## config.mk

```make
export PLATFORM = sky130hd
export DESIGN_NAME = mem_port_arbiter_flat
export DESIGN_NICKNAME = d
export VERILOG_FILES = /design/src/rtl/mem_port_arbiter_if.sv /design/src/rtl/mem_port_arbiter.sv /design/src/flat_wrapper.sv
export SDC_FILE = /design/constraint.sdc
export NUM_CORES = 1
export LEC_CHECK = 0
export ABC_AREA = 1
export CAP_MARGIN = 40
export CORE_AREA = 2 2 191 193
export DETAILED_ROUTE_END_ITERATION = 8
export DIE_AREA = 0 0 193 195
export PLACE_DENSITY = 0.66
export SYNTH_ARGS = -nofsm -noshare
export SYNTH_HDL_FRONTEND = slang
export SYNTH_SLANG_ARGS = --single-unit
```

## constraint.sdc

```tcl
create_clock -name clk -period 1.6 [get_ports clk]
set_input_delay 0.4 -clock clk [delete_from_list [all_inputs] [get_ports clk]]
set_output_delay 0.4 -clock clk [all_outputs]
set_load 0.02 [all_outputs]
```

## src/rtl/mem_port_arbiter_if.sv

```systemverilog
// IF/MEM requester ports and the shared memory bus port for mem_port_arbiter.
// The arbiter takes the master view; the surrounding pipeline and bus model take the slave view.
interface mem_port_arbiter_if #(
    parameter int ADDR_W = 64,
    parameter int DATA_W = 64
);
    logic              if_req;
    logic [ADDR_W-1:0] if_addr;
    logic [31:0]       if_rdata;
    logic              if_ready;
    logic              if_stall;

    logic              mem_rd;
    logic              mem_wr;
    logic [ADDR_W-1:0] mem_addr;
    logic [DATA_W-1:0] mem_wdata;
    logic [DATA_W-1:0] mem_rdata;
    logic              mem_ready;
    logic              mem_stall;

    logic              bus_valid;
    logic              bus_we;
    logic [ADDR_W-1:0] bus_addr;
    logic [DATA_W-1:0] bus_wdata;
    logic [DATA_W-1:0] bus_rdata;
    logic              bus_ack;

    logic              err;
    logic [1:0]        owner;

    modport master (
        input  if_req, if_addr, mem_rd, mem_wr, mem_addr, mem_wdata, bus_rdata, bus_ack,
        output if_rdata, if_ready, if_stall, mem_rdata, mem_ready, mem_stall,
               bus_valid, bus_we, bus_addr, bus_wdata, err, owner
    );

    modport slave (
        output if_req, if_addr, mem_rd, mem_wr, mem_addr, mem_wdata, bus_rdata, bus_ack,
        input  if_rdata, if_ready, if_stall, mem_rdata, mem_ready, mem_stall,
               bus_valid, bus_we, bus_addr, bus_wdata, err, owner
    );
endinterface

```

## src/rtl/mem_port_arbiter.sv

```systemverilog
// Shares one memory bus between IF fetch and MEM data requests, MEM first with IF anti-starvation.
// Request to ready >= 2 cycles; requesters stall until their ready pulse, bus stalls via bus_ack or timeout.
module mem_port_arbiter #(
    parameter int ADDR_W      = 64,
    parameter int DATA_W      = 64,
    parameter int STARVE_MAX  = 4,
    parameter int TIMEOUT_CYC = 16
) (
    input  logic                clk,
    input  logic                reset,
    mem_port_arbiter_if.master  ap
);
    localparam int SC_W = $clog2(STARVE_MAX + 1);
    localparam int TO_W = (TIMEOUT_CYC > 1) ? $clog2(TIMEOUT_CYC) : 1;
    localparam logic [SC_W-1:0] STARVE_TOP = SC_W'(STARVE_MAX);
    localparam logic [TO_W-1:0] TO_LAST    = TO_W'(TIMEOUT_CYC - 1);

    // Encoding doubles as the owner output.
    typedef enum logic [1:0] {
        IDLE    = 2'b00,
        GNT_IF  = 2'b01,
        GNT_MEM = 2'b10
    } state_t;

    state_t            state, state_nxt;
    logic [ADDR_W-1:0] lat_addr;
    logic [DATA_W-1:0] lat_wdata;
    logic              lat_we;
    logic [SC_W-1:0]   starve_cnt;
    logic [TO_W-1:0]   to_cnt;
    logic [31:0]       if_rdata_r;
    logic [DATA_W-1:0] mem_rdata_r;
    logic              if_ready_r, mem_ready_r, err_r;

    logic mem_req, if_priority;
    logic grant_if, grant_mem, done, abort;

    assign mem_req     = ap.mem_rd | ap.mem_wr;
    assign if_priority = ap.if_req & (starve_cnt == STARVE_TOP);

    always_ff @(posedge clk or negedge reset) begin
        if (!reset) state <= IDLE;
        else        state <= state_nxt;
    end

    always_comb begin
        state_nxt = state;
        grant_if  = 1'b0;
        grant_mem = 1'b0;
        done      = 1'b0;
        abort     = 1'b0;
        unique case (state)
            IDLE: begin
                if (mem_req && !if_priority) begin
                    state_nxt = GNT_MEM;
                    grant_mem = 1'b1;
                end else if (ap.if_req) begin
                    state_nxt = GNT_IF;
                    grant_if  = 1'b1;
                end
            end
            GNT_IF, GNT_MEM: begin
                // A late ack on the final timeout cycle still completes normally.
                if (ap.bus_ack) begin
                    state_nxt = IDLE;
                    done      = 1'b1;
                end else if (to_cnt == TO_LAST) begin
                    state_nxt = IDLE;
                    abort     = 1'b1;
                end
            end
            default: state_nxt = IDLE;
        endcase
    end

    always_ff @(posedge clk or negedge reset) begin
        if (!reset) begin
            lat_addr    <= '0;
            lat_wdata   <= '0;
            lat_we      <= 1'b0;
            starve_cnt  <= '0;
            to_cnt      <= '0;
            if_rdata_r  <= '0;
            mem_rdata_r <= '0;
            if_ready_r  <= 1'b0;
            mem_ready_r <= 1'b0;
            err_r       <= 1'b0;
        end else begin
            if_ready_r  <= 1'b0;
            mem_ready_r <= 1'b0;
            err_r       <= 1'b0;

            if (grant_if) begin
                lat_addr   <= ap.if_addr;
                lat_wdata  <= '0;
                lat_we     <= 1'b0;
                starve_cnt <= '0;
            end
            if (grant_mem) begin
                lat_addr  <= ap.mem_addr;
                lat_wdata <= ap.mem_wdata;
                lat_we    <= ap.mem_wr;
                if (ap.if_req && starve_cnt != STARVE_TOP)
                    starve_cnt <= starve_cnt + 1'b1;
            end

            if (grant_if || grant_mem) to_cnt <= '0;
            else if (state != IDLE)    to_cnt <= to_cnt + 1'b1;

            if (done || abort) begin
                err_r <= abort;
                if (state == GNT_IF) begin
                    if_ready_r <= 1'b1;
                    if (abort)            if_rdata_r <= '0;
                    else if (lat_addr[2]) if_rdata_r <= ap.bus_rdata[32 +: 32];
                    else                  if_rdata_r <= ap.bus_rdata[0 +: 32];
                end else begin
                    mem_ready_r <= 1'b1;
                    if (abort)        mem_rdata_r <= '0;
                    else if (!lat_we) mem_rdata_r <= ap.bus_rdata;
                end
            end
        end
    end

    assign ap.bus_valid = (state != IDLE);
    assign ap.owner     = state;
    assign ap.bus_we    = lat_we;
    assign ap.bus_addr  = lat_addr;
    assign ap.bus_wdata = lat_wdata;
    assign ap.if_rdata  = if_rdata_r;
    assign ap.mem_rdata = mem_rdata_r;
    assign ap.if_ready  = if_ready_r;
    assign ap.mem_ready = mem_ready_r;
    assign ap.err       = err_r;
    assign ap.if_stall  = ap.if_req & ~if_ready_r;
    assign ap.mem_stall = mem_req & ~mem_ready_r;
endmodule

```

## src/flat_wrapper.sv

```systemverilog
// flat-port wrapper written by rule: the top's interface ports become plain ports
module mem_port_arbiter_flat 
#(
    parameter int ADDR_W      = 64,
    parameter int DATA_W      = 64,
    parameter int STARVE_MAX  = 4,
    parameter int TIMEOUT_CYC = 16
)
  (clk, reset, ap_if_req, ap_if_addr, ap_mem_rd, ap_mem_wr, ap_mem_addr, ap_mem_wdata, ap_bus_rdata, ap_bus_ack, ap_if_rdata, ap_if_ready, ap_if_stall, ap_mem_rdata, ap_mem_ready, ap_mem_stall, ap_bus_valid, ap_bus_we, ap_bus_addr, ap_bus_wdata, ap_err, ap_owner);
  mem_port_arbiter_if #(.ADDR_W(ADDR_W), .DATA_W(DATA_W)) ap_i ();
  input  logic clk;
  input  logic reset;
  input wire logic [$bits(ap_i.if_req)-1:0] ap_if_req;
  input wire logic [$bits(ap_i.if_addr)-1:0] ap_if_addr;
  input wire logic [$bits(ap_i.mem_rd)-1:0] ap_mem_rd;
  input wire logic [$bits(ap_i.mem_wr)-1:0] ap_mem_wr;
  input wire logic [$bits(ap_i.mem_addr)-1:0] ap_mem_addr;
  input wire logic [$bits(ap_i.mem_wdata)-1:0] ap_mem_wdata;
  input wire logic [$bits(ap_i.bus_rdata)-1:0] ap_bus_rdata;
  input wire logic [$bits(ap_i.bus_ack)-1:0] ap_bus_ack;
  output wire logic [$bits(ap_i.if_rdata)-1:0] ap_if_rdata;
  output wire logic [$bits(ap_i.if_ready)-1:0] ap_if_ready;
  output wire logic [$bits(ap_i.if_stall)-1:0] ap_if_stall;
  output wire logic [$bits(ap_i.mem_rdata)-1:0] ap_mem_rdata;
  output wire logic [$bits(ap_i.mem_ready)-1:0] ap_mem_ready;
  output wire logic [$bits(ap_i.mem_stall)-1:0] ap_mem_stall;
  output wire logic [$bits(ap_i.bus_valid)-1:0] ap_bus_valid;
  output wire logic [$bits(ap_i.bus_we)-1:0] ap_bus_we;
  output wire logic [$bits(ap_i.bus_addr)-1:0] ap_bus_addr;
  output wire logic [$bits(ap_i.bus_wdata)-1:0] ap_bus_wdata;
  output wire logic [$bits(ap_i.err)-1:0] ap_err;
  output wire logic [$bits(ap_i.owner)-1:0] ap_owner;
  assign ap_i.if_req = ap_if_req;
  assign ap_i.if_addr = ap_if_addr;
  assign ap_i.mem_rd = ap_mem_rd;
  assign ap_i.mem_wr = ap_mem_wr;
  assign ap_i.mem_addr = ap_mem_addr;
  assign ap_i.mem_wdata = ap_mem_wdata;
  assign ap_i.bus_rdata = ap_bus_rdata;
  assign ap_i.bus_ack = ap_bus_ack;
  assign ap_if_rdata = ap_i.if_rdata;
  assign ap_if_ready = ap_i.if_ready;
  assign ap_if_stall = ap_i.if_stall;
  assign ap_mem_rdata = ap_i.mem_rdata;
  assign ap_mem_ready = ap_i.mem_ready;
  assign ap_mem_stall = ap_i.mem_stall;
  assign ap_bus_valid = ap_i.bus_valid;
  assign ap_bus_we = ap_i.bus_we;
  assign ap_bus_addr = ap_i.bus_addr;
  assign ap_bus_wdata = ap_i.bus_wdata;
  assign ap_err = ap_i.err;
  assign ap_owner = ap_i.owner;
  mem_port_arbiter #(.ADDR_W(ADDR_W), .DATA_W(DATA_W), .STARVE_MAX(STARVE_MAX), .TIMEOUT_CYC(TIMEOUT_CYC)) u_core (.clk(clk), .reset(reset), .ap(ap_i));
endmodule
```

* After elaboration in Yosys (flattened, before gate mapping) *
Index checks and enable logic that the tools add are counted.

cells by class
  equal/unequal tests = 8
  $add $sub $neg = 2
  multiplexer cells = 35
  reduce and logical (&&, ||, !) cells = 13
  bitwise logic cells = 7

operator list
  operator               number
  $mux W64               6
  $mux W32               2
  $mux W1                17
  $mux W3                3
  $mux W2                4
  $mux W4                2
  $ne A3 B2 Y1 const B   2
  $reduce_bool A2 Y1     3
  $add A4 B1 Y4 const B  1
  $eq A4 B4 Y1 const B   1
  $pmux W2 S2            1
  $reduce_and A2 Y1      2
  $add A3 B1 Y3 const B  1
  $and A1 B1 Y1          3
  $eq A3 B3 Y1 const B   1
  $ne A3 B3 Y1 const B   1
  $not A1 Y1             3
  $reduce_and A3 Y1      1
  $eq A2 B1 Y1 const B   1
  $eq A2 B2 Y1 const B   1
  $logic_and A1 B1 Y1    2
  $logic_not A2 Y1       1
  $logic_or A1 B1 Y1     2
  $ne A2 B2 Y1 const B   1
  other kinds (3)        3

storage, ports and cells
  output and inout bits = 233
  flip-flop bits (word level) = 237
  input port bits = 262
  word-level logic and storage cells = 76

* Longest topological paths before layout *
  depth after elaboration = 9
  gate-level depth with buffers = 10
  gate-level depth less buffers = 9

* Least setup slack after synthesis *
Ideal clock, no wire load.

  path kind = register -> register
  from = register u_core.state[0] (netlist: u_core.ap.owner[0])
  to = register u_core.mem_rdata_r[10] (netlist: u_core.ap.mem_rdata[10])
  data arrival time = 1.608 ns
  library setup time = 0.117 ns
  required time = 1.483 ns
  path slack = -0.125 ns
  buffers on the path = 1
  clock period less this slack = 1.725 ns
  stages on the path, launching flop included = 11
  cell sequence = dfrtp_1 -> inv_1 -> ha_1 -> nand2_1 -> nor2_2 -> inv_2 -> nand2_2 -> nand2_2 -> buf_6 -> nand2_1 -> nand2_1

between the ends
  cells in the longest elaborated chain, start to end = 5
  elaborated cells on any way between the ends = 10
  those cells by class = eq/ne (3); mux (3); bitwise (1); reduce/logical (3)

RTL lines
  item                                                          line                                             text
  from (decl)                                                   mem_port_arbiter.sv:25                           state_t state, state_nxt;
  from (signal assigned)                                        mem_port_arbiter.sv:43                           else state <= state_nxt;
  $eq A2 B2 Y1 or $eq A2 B1 Y1 (tied branches)                  mem_port_arbiter.sv:52, mem_port_arbiter.sv:112
  $reduce_or A2 Y1                                              mem_port_arbiter.sv:52                           unique case (state)
  $mux W1                                                       mem_port_arbiter.sv:52
  $ne A2 B2 Y1 (no line) or $logic_or A1 B1 Y1 (tied branches)  n/a
  $reduce_and A3 Y1 (no line)                                   n/a
  to (signal assigned)                                          mem_port_arbiter.sv:120                          else if (!lat_we) mem_rdata_r <= ap.bus_rdata;
  to (decl)                                                     mem_port_arbiter.sv:32                           logic [DATA_W-1:0] mem_rdata_r;

Parallel ways exist; a longest one is shown, timed or not.
A chain may end at the register's enable or synchronous reset.

* Worst setup path in the final report *
  from = register u_core.state[0] (netlist: u_core.ap.owner[0])
  to = register u_core.lat_addr[1] (netlist: u_core.ap.bus_addr[1])

between the ends
  cells in the longest elaborated chain, start to end = 3
  elaborated cells on any way between the ends = 5
  those cells by class = mux (3); reduce/logical (2)

RTL lines
  item                                            line                     text
  $logic_not A2 Y1 *                              mem_port_arbiter.sv:52
  $mux W1                                         mem_port_arbiter.sv:52
  $mux W64 or $reduce_bool A2 Y1 (tied branches)  n/a
  to (signal assigned)                            mem_port_arbiter.sv:94   lat_addr <= ap.if_addr;
  to (signal assigned)                            mem_port_arbiter.sv:100  lat_addr <= ap.mem_addr;
  to (decl)                                       mem_port_arbiter.sv:26   logic [ADDR_W-1:0] lat_addr;

Mark *: on every way between the ends. The rest lies on a longest branch, timed or not.

==> results list <==
- Run status: complete, but fails checks
- Violations in the final reports: negative setup slack
- Clk slew on worst S/H paths: ~60 ps
* Final weighted congestion in routability-driven placement: 0.907
* Final worst-path setup slack: -157 ps
- The floorplan step defined a die boundary enclosing about 0.038 mm².
- Placed standard-cell area: about 0.018 mm²
- STA classifies the critical path startpoint as a register.
- STA puts the critical path data required time at roughly 2100 ps.
* Post-synth ARST share: 100%
- By area the synthesized netlist is led by sky130_fd_sc_hd__dfrtp_1 (52%), sky130_fd_sc_hd__nand2_1 (16%), sky130_fd_sc_hd__inv_1 (8.8%), sky130_fd_sc_hd__nand3_1 (8.7%), sky130_fd_sc_hd__o21ai_0 (5.7%).
* Fraction of final layout cells sized beyond drive strength 1: 32.3%
- Unrepaired setup endpoints after global routing: true
- The final number of max-transition violations was 0.
- Worst hold-check path type: in -> reg
- Setup violators final: 253
* CP endpoint kind: register
* Wirelength, routed: between 50,000 and 60,000 µm
* CP Data Arrival Time: ~2200 ps
* Setup clock skew after layout: 11.6 ps
- Before CTS, the worst setup slack after placement is -528 ps.
- Site row count: 69
- Dominant register cell in the synthesized netlist: sky130_fd_sc_hd__dfrtp_1
* Leak: about 10 nW
- Chip width: 193 µm
- Yosys printed 0 warnings.
* Aggregate global-route resource usage: between 20% and 30%
- In this run the remaining antenna-violating nets after routing total 0.
* Worst hold path endpoint: u_core.starve_cnt[1]
- Once layout is complete, the utilization of the core stands at 57.6%.
- Entering global routing, the biggest net connects 66 pins.
* Average wire length per cell after detail routing: 19.6 µm
- Hold violation count in the final report: 0
- P per Cell Area: between 2000 and 2500 mW/mm²
- Number of max-capacitance violations reported: 0
- Setup TNS: -15,600 ps
- Cell depth of the worst min-delay path: 4
* Crit Path Category: reg -> reg
- Total of fill cells in the finished design: 3,038
* Max Buffers Root-to-Sink: 3
- Average size of a mapped cell: approximately 7.5 µm²
- The cell sitting at the root of the clock tree is a sky130_fd_sc_hd__clkbuf_16.
- Peak supply drop: between 1000 and 1500 µV
* Maximum clock rate: 569 MHz
- The net count of the finished layout is between 2k and 2.5k.
* Post-synth top area share: ~52%
- Before antenna repair, the detailed router went through 5 iterations.
- In this run the tool buffered the top-level ports with between 400 and 500 buffer cells.
- Post-synthesis instance total: about 1.5k
- The initial utilization of the core area, before any placement, comes to approximately a third.
* Start point of the worst min-delay path: ap_if_req
* Number of clock sinks seen by CTS: about 240
* Commonest cells in the netlist: sky130_fd_sc_hd__nand2_1 (498), sky130_fd_sc_hd__inv_1 (270), sky130_fd_sc_hd__dfrtp_1 (237), sky130_fd_sc_hd__nand3_1 (198), sky130_fd_sc_hd__o21ai_0 (130)
- Via Count: 12.6k
- Number of cell instances on the worst register-to-register path: 12
* Core Area: ~0.035 mm²
* Library cell occupying the most area in the post-synthesis netlist: sky130_fd_sc_hd__dfrtp_1
* Worst reg2reg endpoint: u_core.ap.bus_addr[1]
- Boundary pin count: around 500
* Yosys reg bits: 237
* Seq/Total Area, Yosys: 51.8%
* First-pass GRT wire length: about 66,000 µm
- In this run, synthesis inferred 0 flip-flops with an integrated enable.
- Total global routing overflow: 0
* Fin crit period: 1760 ps
- From synthesis to final layout, the design area changed by 77.9%.
- Netlist Area Pre-Place: 0.0115 mm²
- Of the available clock period, the critical path in the final layout requires 110%.
- Worst-skew pair later-pin latency: ~540 ps
- Measured against its own limit, the worst slew margin works out to between 60% and 70%.
- Including well taps, the total number of placed cells is ~2.5k.
- With fillers left out, the area of the finished cells amounts to a little over 0.02 mm².
- Excluding fillers, the count of instances in the completed layout stands at around 2.6k.
* Minimum setup slack among reg-to-reg paths: -160 ps
- In this run, CTS created clock tree buffers numbering 26.
- In the routed layout, each cell is associated on average with a via count of ~4.9.
* Most frequent cell after synthesis: sky130_fd_sc_hd__nand2_1
- In this run the worst path has a maximum fanout of 7.
- Htree depth: 1
* Sum of net half-perimeters after detailed placement: roughly 32,000 µm
- Initial antenna violation count: 9
* Distinct cell type count of the synthesized netlist: 23
- Die height: 195 µm
* Source of the worst register-to-register timing path: u_core.ap.owner[0]
- For this run, design rule violations remaining after detail routing come to 0.
* DRC marker count from the first detailed-route iteration: 628
- Nets in the synthesized netlist: between 1.5k and 2k
- At the pin with the least slew margin, the transition time is approximately 480 ps.
- TritonCTS clock tree: built
- The number of global-route vias before repair is about 12k.
## worst max-delay path by stage
stage | from | endpoint | slack [ps] | cells past startpoint
3_3_place_gp | ap_if_req | ap_if_stall | -510 | 4
6_report | u_core.ap.owner[0] | u_core.ap.bus_addr[1] | -160 | 12
5_1_grt | u_core.ap.owner[0] | u_core.ap.bus_addr[0] | -210 | 12
2_1_floorplan | u_core.ap.owner[0] | u_core.ap.mem_rdata[54] | 10 | 10
3_5_place_dp | ap_if_req | ap_if_stall | -530 | 4
4_1_cts | u_core.ap.owner[1] | ap_bus_valid | -140 | 4
## stage by stage
step           hold WS, ps  total power [mW]
3_5_place_dp           356              30.8
6_report               343              41.5
4_1_cts                375              35.6
3_3_place_gp           355              30.5
5_1_grt                358              43.8
2_1_floorplan          104              20.6
## report_power, final
part           total, mW  switching [mW]  internal (mW)  leakage [nW]
combinational       24.8            13.9           10.9          7.09
sequential          11.1            2.22           8.89          2.94
clock               5.62            2.54           3.08         0.379
total               41.5            18.7           22.8          10.4
## sequential cells by signal, summed over array words and instances (netlist names)
name / cells
u_core.ap.bus_wdata: 64
u_core.ap.mem_rdata: 64
u_core.ap.owner: 2
u_core.ap.err: 1
u_core.ap.if_ready: 1
u_core.ap.if_rdata: 32
u_core.starve_cnt: 3
u_core.ap.mem_ready: 1
u_core.ap.bus_addr: 64
u_core.ap.bus_we: 1
u_core.to_cnt: 4
## area by class of cell
type | instances | area (µm²) | share of cell area, %
clock inverters | 9 | 48.8 | 0.239
repair buffers | 641 | 6760 | 33.2
inverters | 272 | 1040 | 5.10
flip-flops and latches | 237 | 5940 | 29.1
diodes | 6 | 15.0 | 0.0737
well taps | 461 | 577 | 2.83
clock buffers | 36 | 709 | 3.48
multi-input cells | 921 | 5290 | 26.0
## cell families after synthesis
family	Yosys count	synth area share (%)
flip-flops	237	51.8
XOR/XNOR	1	0.0765
AO/OA/AOI/OAI	139	6.14
buffers and inverters	364	13.6
adder cells (fa/ha/maj)	5	0.546
AND/OR/NAND/NOR	775	27.8
## critical path, stage by stage (launching register included)
cell and delay [ps]:
sky130_fd_sc_hd__dfrtp_2 410, sky130_fd_sc_hd__inv_2 80, sky130_fd_sc_hd__ha_4 150, sky130_fd_sc_hd__inv_4 40, sky130_fd_sc_hd__buf_6 110, sky130_fd_sc_hd__buf_6 110, sky130_fd_sc_hd__a21oi_4 130, sky130_fd_sc_hd__buf_12 170
sky130_fd_sc_hd__buf_12 120, sky130_fd_sc_hd__clkbuf_16 140, sky130_fd_sc_hd__buf_6 110, sky130_fd_sc_hd__nand3_2 60, sky130_fd_sc_hd__nand2_1 60
## cells in the final DEF, fill, tap and decap left out, drive strengths merged
cell           netlist  layout
a21oi                6       6
a22o                 1       1
buf                 76     254
clkbuf              16      63
clkdlybuf4s15        0      99
clkdlybuf4s50        0     257
clkinv               0      10
dfrtp              237     237
diode                0       6
dlygate4sd2          0       1
dlygate4sd3          0       1
dlymetal6s2s         0       2
ha                   5       5
inv                272     271
nand2              501     502
nand3              200     200
nand4                1       1
nor2                73      73
o21ai              132     132
xnor2                1       1
## what timing repair did
action,in CTS,in global routing
setup buffers,6,13
resized for setup,924,402
hold buffers,1,0
endpoints found under the setup margin,459,316
gates cloned,5,39
pin swaps,7,53
endpoints found under the hold margin,37,0
## metal layers
metal | part of all wire (%) | track usage (%) | vias to the layer above
met5 | 0.055 | 0 | -
met4 | 4.6 | 8.25 | 4
met3 | 10 | 6.54 | 130
met2 | 49 | 38.2 | 623
met1 | 36 | 26.7 | 6022
li1 | - | - | 5792
Power figures use the tool's default switching activity.
